==> src/rtl/io_output_if.sv <==
// CPU-side store interface of the output unit: write strobes from the IO
// address decoder plus the store data bus.
interface io_output_if;
    logic        led_ctrl;
    logic        seg_ctrl;
    logic [31:0] write_data;

    modport master (
        output led_ctrl,
        output seg_ctrl,
        output write_data
    );

    modport slave (
        input led_ctrl,
        input seg_ctrl,
        input write_data
    );
endinterface

==> src/rtl/io_output_unit.sv <==
// Output-space write responder: latches CPU stores into the LED and segment
// registers, drives the LEDs, and scans the 8-digit hex display.
module io_output_unit #(
    parameter int LED_WIDTH = 16,
    parameter int SCAN_DIV  = 100000,
    parameter int BLANK_LZ  = 1
) (
    input  logic                 clk,
    input  logic                 rst_n,
    io_output_if.slave           bus,
    output logic [LED_WIDTH-1:0] led,
    output logic [7:0]           seg_an,
    output logic [7:0]           seg_out
);

    localparam int             CNT_W   = (SCAN_DIV > 2) ? $clog2(SCAN_DIV) : 1;
    localparam logic [CNT_W-1:0] CNT_MAX = CNT_W'(SCAN_DIV - 1);

    logic [LED_WIDTH-1:0] led_q,       led_d;
    logic [31:0]          seg_q,       seg_d;
    logic [CNT_W-1:0]     scan_cnt_q,  scan_cnt_d;
    logic [2:0]           digit_idx_q, digit_idx_d;
    logic [7:0]           seg_an_q,    seg_an_d;
    logic [7:0]           seg_out_q,   seg_out_d;

    logic [2:0]           msd_s;
    logic [3:0]           nibble_s;
    logic                 blank_s;

    // Hex digit to active-high gfedcba segment pattern.
    function automatic logic [6:0] hex7(input logic [3:0] n);
        logic [6:0] p;
        case (n)
            4'h0:    p = 7'h3F;
            4'h1:    p = 7'h06;
            4'h2:    p = 7'h5B;
            4'h3:    p = 7'h4F;
            4'h4:    p = 7'h66;
            4'h5:    p = 7'h6D;
            4'h6:    p = 7'h7D;
            4'h7:    p = 7'h07;
            4'h8:    p = 7'h7F;
            4'h9:    p = 7'h6F;
            4'hA:    p = 7'h77;
            4'hB:    p = 7'h7C;
            4'hC:    p = 7'h39;
            4'hD:    p = 7'h5E;
            4'hE:    p = 7'h79;
            4'hF:    p = 7'h71;
            default: p = 7'h00;
        endcase
        return p;
    endfunction

    // Most significant nonzero nibble; a zero register reports digit 0.
    always_comb begin
        msd_s = 3'd0;
        for (int i = 0; i < 8; i++) begin
            if (seg_q[4*i +: 4] != 4'd0) begin
                msd_s = 3'(i);
            end else begin
                msd_s = msd_s;
            end
        end
    end

    // Next-state logic: store latching, scan timing and display decode.
    always_comb begin
        led_d       = led_q;
        seg_d       = seg_q;
        scan_cnt_d  = scan_cnt_q;
        digit_idx_d = digit_idx_q;
        seg_an_d    = 8'hFF;
        seg_out_d   = 8'hFF;
        nibble_s    = seg_q[{digit_idx_q, 2'b00} +: 4];
        blank_s     = (BLANK_LZ != 0) && (digit_idx_q > msd_s);

        if (bus.led_ctrl) begin
            led_d = bus.write_data[LED_WIDTH-1:0];
        end else begin
            led_d = led_q;
        end

        if (bus.seg_ctrl) begin
            seg_d = bus.write_data;
        end else begin
            seg_d = seg_q;
        end

        if (scan_cnt_q == CNT_MAX) begin
            scan_cnt_d  = {CNT_W{1'b0}};
            digit_idx_d = digit_idx_q + 3'd1;
        end else begin
            scan_cnt_d  = scan_cnt_q + CNT_W'(1);
            digit_idx_d = digit_idx_q;
        end

        // Display follows the register contents of the current digit, so a
        // store shows up one cycle after it is latched.
        if (blank_s) begin
            seg_an_d  = 8'hFF;
            seg_out_d = 8'hFF;
        end else begin
            seg_an_d  = ~(8'b0000_0001 << digit_idx_q);
            seg_out_d = {1'b1, ~hex7(nibble_s)};
        end
    end

    // State and registered outputs; reset leaves the display dark.
    always_ff @(posedge clk or negedge rst_n) begin
        if (!rst_n) begin
            led_q       <= {LED_WIDTH{1'b0}};
            seg_q       <= 32'h0000_0000;
            scan_cnt_q  <= {CNT_W{1'b0}};
            digit_idx_q <= 3'd0;
            seg_an_q    <= 8'hFF;
            seg_out_q   <= 8'hFF;
        end else begin
            led_q       <= led_d;
            seg_q       <= seg_d;
            scan_cnt_q  <= scan_cnt_d;
            digit_idx_q <= digit_idx_d;
            seg_an_q    <= seg_an_d;
            seg_out_q   <= seg_out_d;
        end
    end

    assign led     = led_q;
    assign seg_an  = seg_an_q;
    assign seg_out = seg_out_q;

endmodule

==> src/flat_wrapper.sv <==
// flat-port wrapper written by rule: the top's interface ports become plain ports
module io_output_unit_flat 
#(
    parameter int LED_WIDTH = 16,
    parameter int SCAN_DIV  = 100000,
    parameter int BLANK_LZ  = 1
)
  (clk, rst_n, led, seg_an, seg_out, bus_led_ctrl, bus_seg_ctrl, bus_write_data);
  io_output_if bus_i ();
  input  logic clk;
  input  logic rst_n;
  output logic [LED_WIDTH-1:0] led;
  output logic [7:0] seg_an;
  output logic [7:0] seg_out;
  input wire logic [$bits(bus_i.led_ctrl)-1:0] bus_led_ctrl;
  input wire logic [$bits(bus_i.seg_ctrl)-1:0] bus_seg_ctrl;
  input wire logic [$bits(bus_i.write_data)-1:0] bus_write_data;
  assign bus_i.led_ctrl = bus_led_ctrl;
  assign bus_i.seg_ctrl = bus_seg_ctrl;
  assign bus_i.write_data = bus_write_data;
  io_output_unit #(.LED_WIDTH(LED_WIDTH), .SCAN_DIV(SCAN_DIV), .BLANK_LZ(BLANK_LZ)) u_core (.clk(clk), .rst_n(rst_n), .bus(bus_i), .led(led), .seg_an(seg_an), .seg_out(seg_out));
endmodule
==> config.mk <==
export PLATFORM = sky130hd
export DESIGN_NAME = io_output_unit_flat
export DESIGN_NICKNAME = d
export VERILOG_FILES = /design/src/rtl/io_output_if.sv /design/src/rtl/io_output_unit.sv /design/src/flat_wrapper.sv
export SDC_FILE = /design/constraint.sdc
export NUM_CORES = 1
export LEC_CHECK = 0
export CAP_MARGIN = 20
export CORE_ASPECT_RATIO = 2
export CORE_MARGIN = 4
export CORE_UTILIZATION = 43
export CTS_BUF_LIST = sky130_fd_sc_hd__clkbuf_4
export DETAILED_ROUTE_END_ITERATION = 10
export PLACE_DENSITY_LB_ADDON = 0.2
export SETUP_SLACK_MARGIN = 0.15
export SKIP_LAST_GASP = 1
export SLEW_MARGIN = 20
export SYNTH_ARGS = -nofsm -noshare
export SYNTH_HDL_FRONTEND = slang
export SYNTH_SLANG_ARGS = --single-unit
export TNS_END_PERCENT = 20
==> constraint.sdc <==
create_clock -name clk -period 6.7 [get_ports clk]
set_input_delay 1.34 -clock clk [delete_from_list [all_inputs] [get_ports clk]]
set_output_delay 1.34 -clock clk [all_outputs]
set_load 0.01 [all_outputs]
**Word-level counts from Yosys, hierarchy flattened**

Memory sizes are Yosys's and may differ from the RTL's.
Cells that the tools add are included.

- Output and inout bits: 32
- Bits in read-only memories: 112
- Logic and storage cells: 33
- Register bits after elaboration: 84
- Bits of input ports: 36
- Memories: 1

- Bitwise logic cells: 2
- $add $sub $neg: 2
- Shift operators: 2
- Multiplexer cells: 11
- $lt $le $gt $ge: 1
- Equality and inequality tests: 1
- Reductions and logical operators: 7

Memory list:

| memory | words | bits a word | read ports | clocked after memory_dff | write ports | RTL line | text |
|---|---|---|---|---|---|---|---|
| (name not given) | 16 | 7 | 1 | 0 | 0 | io_output_unit.sv:33 | `case (n)` |

Operators by type and width:

| kind | count |
|---|---|
| variable part select 32 x 6 -> 4 bit | 1 |
| nonzero test 4 bit | 7 |
| two-way mux 3 bit | 6 |
| adder 17 x 1 -> 17 bit (second input constant) | 1 |
| equality test 17 bit (second input constant) | 1 |
| two-way mux 17 bit | 1 |
| two-way mux 7 bit | 2 |
| two-way mux 8 bit | 1 |
| inverter 8 bit | 1 |
| << shifter 1 x 3 -> 8 bit (first input constant) | 1 |
| inverter 7 bit | 1 |
| adder 3 x 1 -> 3 bit (second input constant) | 1 |
| > comparator 3 bit | 1 |
| two-way mux 1 bit | 1 |

**Depth between registers and ports, before layout**

- Depth after elaboration: 12
- Depth in mapped cells: 11
- Gate-level depth less buffers: 11

**Least setup slack after synthesis**

OpenSTA, ideal clock, no wires.

- Path kind: in2reg
- Start: input bus_led_ctrl
- End: register u_core.led_q[10] (netlist: u_core.led[10])
- Arrival time: 2301 ps
- Path slack: 4274 ps
- Cell stages on the path: 3
- Data required time: 6575 ps
- Library setup time: 125 ps
- Path through: clkbuf_1 > clkbuf_1 > mux2_2

RTL lines:

| what | RTL line | text |
|---|---|---|
| from (decl) | flat_wrapper.sv:15 | `input wire logic [$bits(bus_i.led_ctrl)-1:0] bus_led_ctrl;` |
| to (signal assigned) | io_output_unit.sv:112 | `led_q <= {LED_WIDTH{1'b0}};` |
| to (signal assigned) | io_output_unit.sv:119 | `led_q <= led_d;` |
| to (decl) | io_output_unit.sv:19 | `logic [LED_WIDTH-1:0] led_q, led_d;` |

No word-level cell between the ends.

**Worst setup path after layout**

- Start: register u_core.digit_idx_q[0]
- End: register u_core.seg_out_q[0] (netlist: u_core.seg_out[0])

- Word-level cells in the longest chain between the ends: 5
- Elaborated cells between the ends (all ways): 6
- Classes of those cells: 1 x order compare; 1 x shift; 2 x mux; 1 x bitwise; 1 x memory

Ends and longest elaborated chain:

| what | RTL line | text |
|---|---|---|
| from (decl) | io_output_unit.sv:22 | `logic [2:0] digit_idx_q, digit_idx_d;` |
| from (signal assigned) | io_output_unit.sv:122 | `digit_idx_q <= digit_idx_d;` |
| variable part select 32 x 6 -> 4 bit | io_output_unit.sv:75 | `nibble_s = seg_q[{digit_idx_q, 2'b00} +: 4];` |
| memory read (16 x 7 bit) | -- |  |
| two-way mux 7 bit | io_output_unit.sv:100 | `if (blank_s) begin` |
| inverter 7 bit | io_output_unit.sv:105 | `seg_out_d = {1'b1, ~hex7(nibble_s)};` |
| two-way mux 7 bit * | io_output_unit.sv:100 |  |
| net u_core.seg_out_d[0] | io_output_unit.sv:24 | `logic [7:0] seg_out_q, seg_out_d;` |
| to (signal assigned) | io_output_unit.sv:124 | `seg_out_q <= seg_out_d;` |
| to (decl) | io_output_unit.sv:24 |  |

The timed path passes the listed nets; every way through them passes the cells marked *. The select of a mux whose other input is x is not followed.
A chain may end at the register's enable or synchronous reset.

==> results_dict.tcl <==
set metrics [dict create \
    drt_iter0_markers 141 \
    drc_errors 0 \
    grt_max_degree 84 \
    min_path_type "reg -> reg" \
    gp_congestion 0.881 \
    wl_um 8280 \
    synthCells 302 \
    maxSlewHeadroom_pct 35.4 \
    wl_met2_um 4860 \
    ios 68 \
    syn-mean-instance-area_um2 12.9 \
    cts_sinks 83 \
    final_layout_size_suffix_gt1_share_pct 25.3 \
    startpoint_type "flip-flop" \
    totalNegativeSetupSlack_ns 0 \
    dp.cells 458 \
    max_cap_viol_count 0 \
    synth_area_leaders "dfrtp_1 (44%), mux2_2 (15%), dfstp_2 (10%)" \
    diodes 0 \
    dp_slack_ns 3.84 \
    area_growth_pct 22.5 \
    period_share_pct 43.1 \
    layout.cells.non_filler 474 \
    wl_per_cell_um 17.5 \
    wl_met1_um 2920 \
    fin_nets 419 \
    wl_met3_um 327 \
    power_density_nw_per_um2 216 \
    die_x_um 75.4 \
    cpPeakStageDelay_ns 0.77 \
    numPortBuffers 66 \
    mostFrequentLayoutCells "dfrtp_1 (68), clkdlybuf4s50_1 (65), mux2_2 (51)" \
    crit_top_cell "o21ai_0" \
    die_h_um 143 \
    antenna_found_initial 0 \
    cts_buffers 9 \
    crit_required_ns 7.07 \
    ys_warn_count 0 \
    crit_chain "mux4_2, mux2i_1, o21ai_0, a21oi_1, o21ai_0" \
    fillers 790 \
    num_vias 2606 \
    cp_slowest_cell "dfrtp_1" \
    grt_usage_pct 17.1 \
    irDropWorstVdd_uv 154 \
    total_power_mw 1.03 \
    ys_seq_elements 83 \
    cts.path.max_buffers 2 \
    setup_violations 0 \
    yosysSeqAreaShare_pct 53.7 \
    outcome "finished, final reports clean" \
    grt_pass1_vias 2813 \
    core_area_um2 8950 \
    cts_setup_buffers 0 \
    dr.pass1.iters 4 \
    hold_slack_ns 0.498 \
    fin_skew_ns 0.00965 \
    final_area_um2 4780 \
    period_needed_ns 2.89 \
    final_hold_viol_count 0 \
    cts_hold_buf 0 \
    clk_pin_slew_worst_paths_ns 0.14 \
    fmax_mhz 347 \
    crit_arrival_ns 3.25 \
    cts.repair.resized 0 \
    synth_edf_count 0 \
    slew_viol_final 0 \
    syn_nets 354 \
    synth_area_leader_cell "dfrtp_1" \
    rows 49 \
    synth_top_area_share_pct 43.6 \
    drtAntennaViolNets 0 \
    timing.rr.start "u_core.digit_idx_q[0]" \
    cp_top_family "multiplexers" \
    crit_path_end_kind "flip-flop" \
    synth-main-ff-cell "dfrtp_1" \
    cts_tree "done" \
    placed_area_um2 4630 \
    ctsHtreeMaxLevel 3 \
    path_buf_inv 0 \
    final_common_cell "dfrtp_1" \
    worst_slew_pin_slew_ns 0.943 \
    start_util_pct 43.6 \
    overflow 0 \
    dr.max_layer_used "met4" \
    crit_path_max_fanout 13 \
    crit_type "reg -> reg" \
    clkLatencyLatePin_ns 0.45 \
    viasPerCell 5.50 \
    p_leak_nw 1.99 \
    async_flop_share_pct 100 \
    crit_start "u_core.digit_idx_q[0]" \
    synthesis.area_um2 3900 \
    dpl.hpwl_um 6250 \
    rsz0062_at_grt "false" \
    grt_pass1_wl_um 13800 \
    fin_util_pct 53.4 \
    cts_root_buffer "clkbuf_4" \
    min-delay-start "u_core.scan_cnt_q[0]" \
    synth_cell_types 48 \
    fin_ws_ns 3.81 \
    die_area_um2 10800 \
]
[metal layers]
metal | vias to the layer above | global-route usage (%)
li1 | 1215 | -
met1 | 1305 | 17.8
met2 | 68 | 31.3
met3 | 18 | 3.74
met4 | 0 | 7.28
met5 | - | 0
[layout make-up]
type	instances	area [um^2]	area share [%]
Inverter	8	30.0	0.628
Timing Repair Buffer	67	669	14.0
Tap cell	102	128	2.67
Clock inverter	7	81.3	1.70
Multi-Input combinational cell	198	1710	35.8
Clock buffer	9	67.6	1.41
Sequential cell	83	2100	43.8
[logic make-up (layout without fill, tap and decap cells)]
family	Yosys count	count (layout)	synth area share (%)
DFF	83	83	53.7
and+or+nand+nor	73	73	9.84
muxes	65	65	20.2
AOI/OAI and AO/OA	27	27	4.93
buffers and inverters	21	91	2.53
adders and majority gates	16	16	5.13
xor gates and xnor gates	16	16	3.59
other	1	1	0.0960
[path summary, 6_finish.rpt]
check	to	slack (ns)	cells past startpoint
setup / recovery	u_core.seg_out[0]	3.81	5
hold / removal	u_core.scan_cnt_q[0]	0.50	1
setup reg to reg	u_core.seg_out[0]	3.81	5
hold reg to reg	u_core.scan_cnt_q[0]	0.50	1
max in group asynchronous	u_core.led[13]	5.31	1
min in group asynchronous	u_core.scan_cnt_q[6]	0.90	1
[state kept, by name, indices dropped and copies added, names as in the netlist]
signal,flops
u_core.seg_out,7
u_core.seg_q,32
u_core.scan_cnt_q,17
u_core.seg_an,8
u_core.led,16
u_core.digit_idx_q,3
[worst register-to-register path, cell delays in order, from the launching register on]
cell and delay (ns):
dfrtp_1 0.77, mux4_2 0.59, mux2i_1 0.75, o21ai_0 0.38, a21oi_1 0.23, o21ai_0 0.09
[report_power, final]
group / internal [mW] / switching [mW]
Sequential: 0.543 / 0.0265
Combinational: 0.0913 / 0.0635
Clock: 0.120 / 0.188
[cells in the mapped netlist, types with 4 or more instances]
library cell  instances
nand2_1              21
mux2_2               51
xor2_1                7
mux2i_1               8
a21oi_1               4
o21ai_0               6
nand3_1              10
clkbuf_1              5
xnor2_1               9
nor4_1                6
and3_1                4
dfstp_2              15
ha_1                 16
nor2_1               15
dfrtp_1              68
inv_1                 8
mux4_2                6
buf_1                 4
No activity file was read; power rests on OpenSTA's default activity.
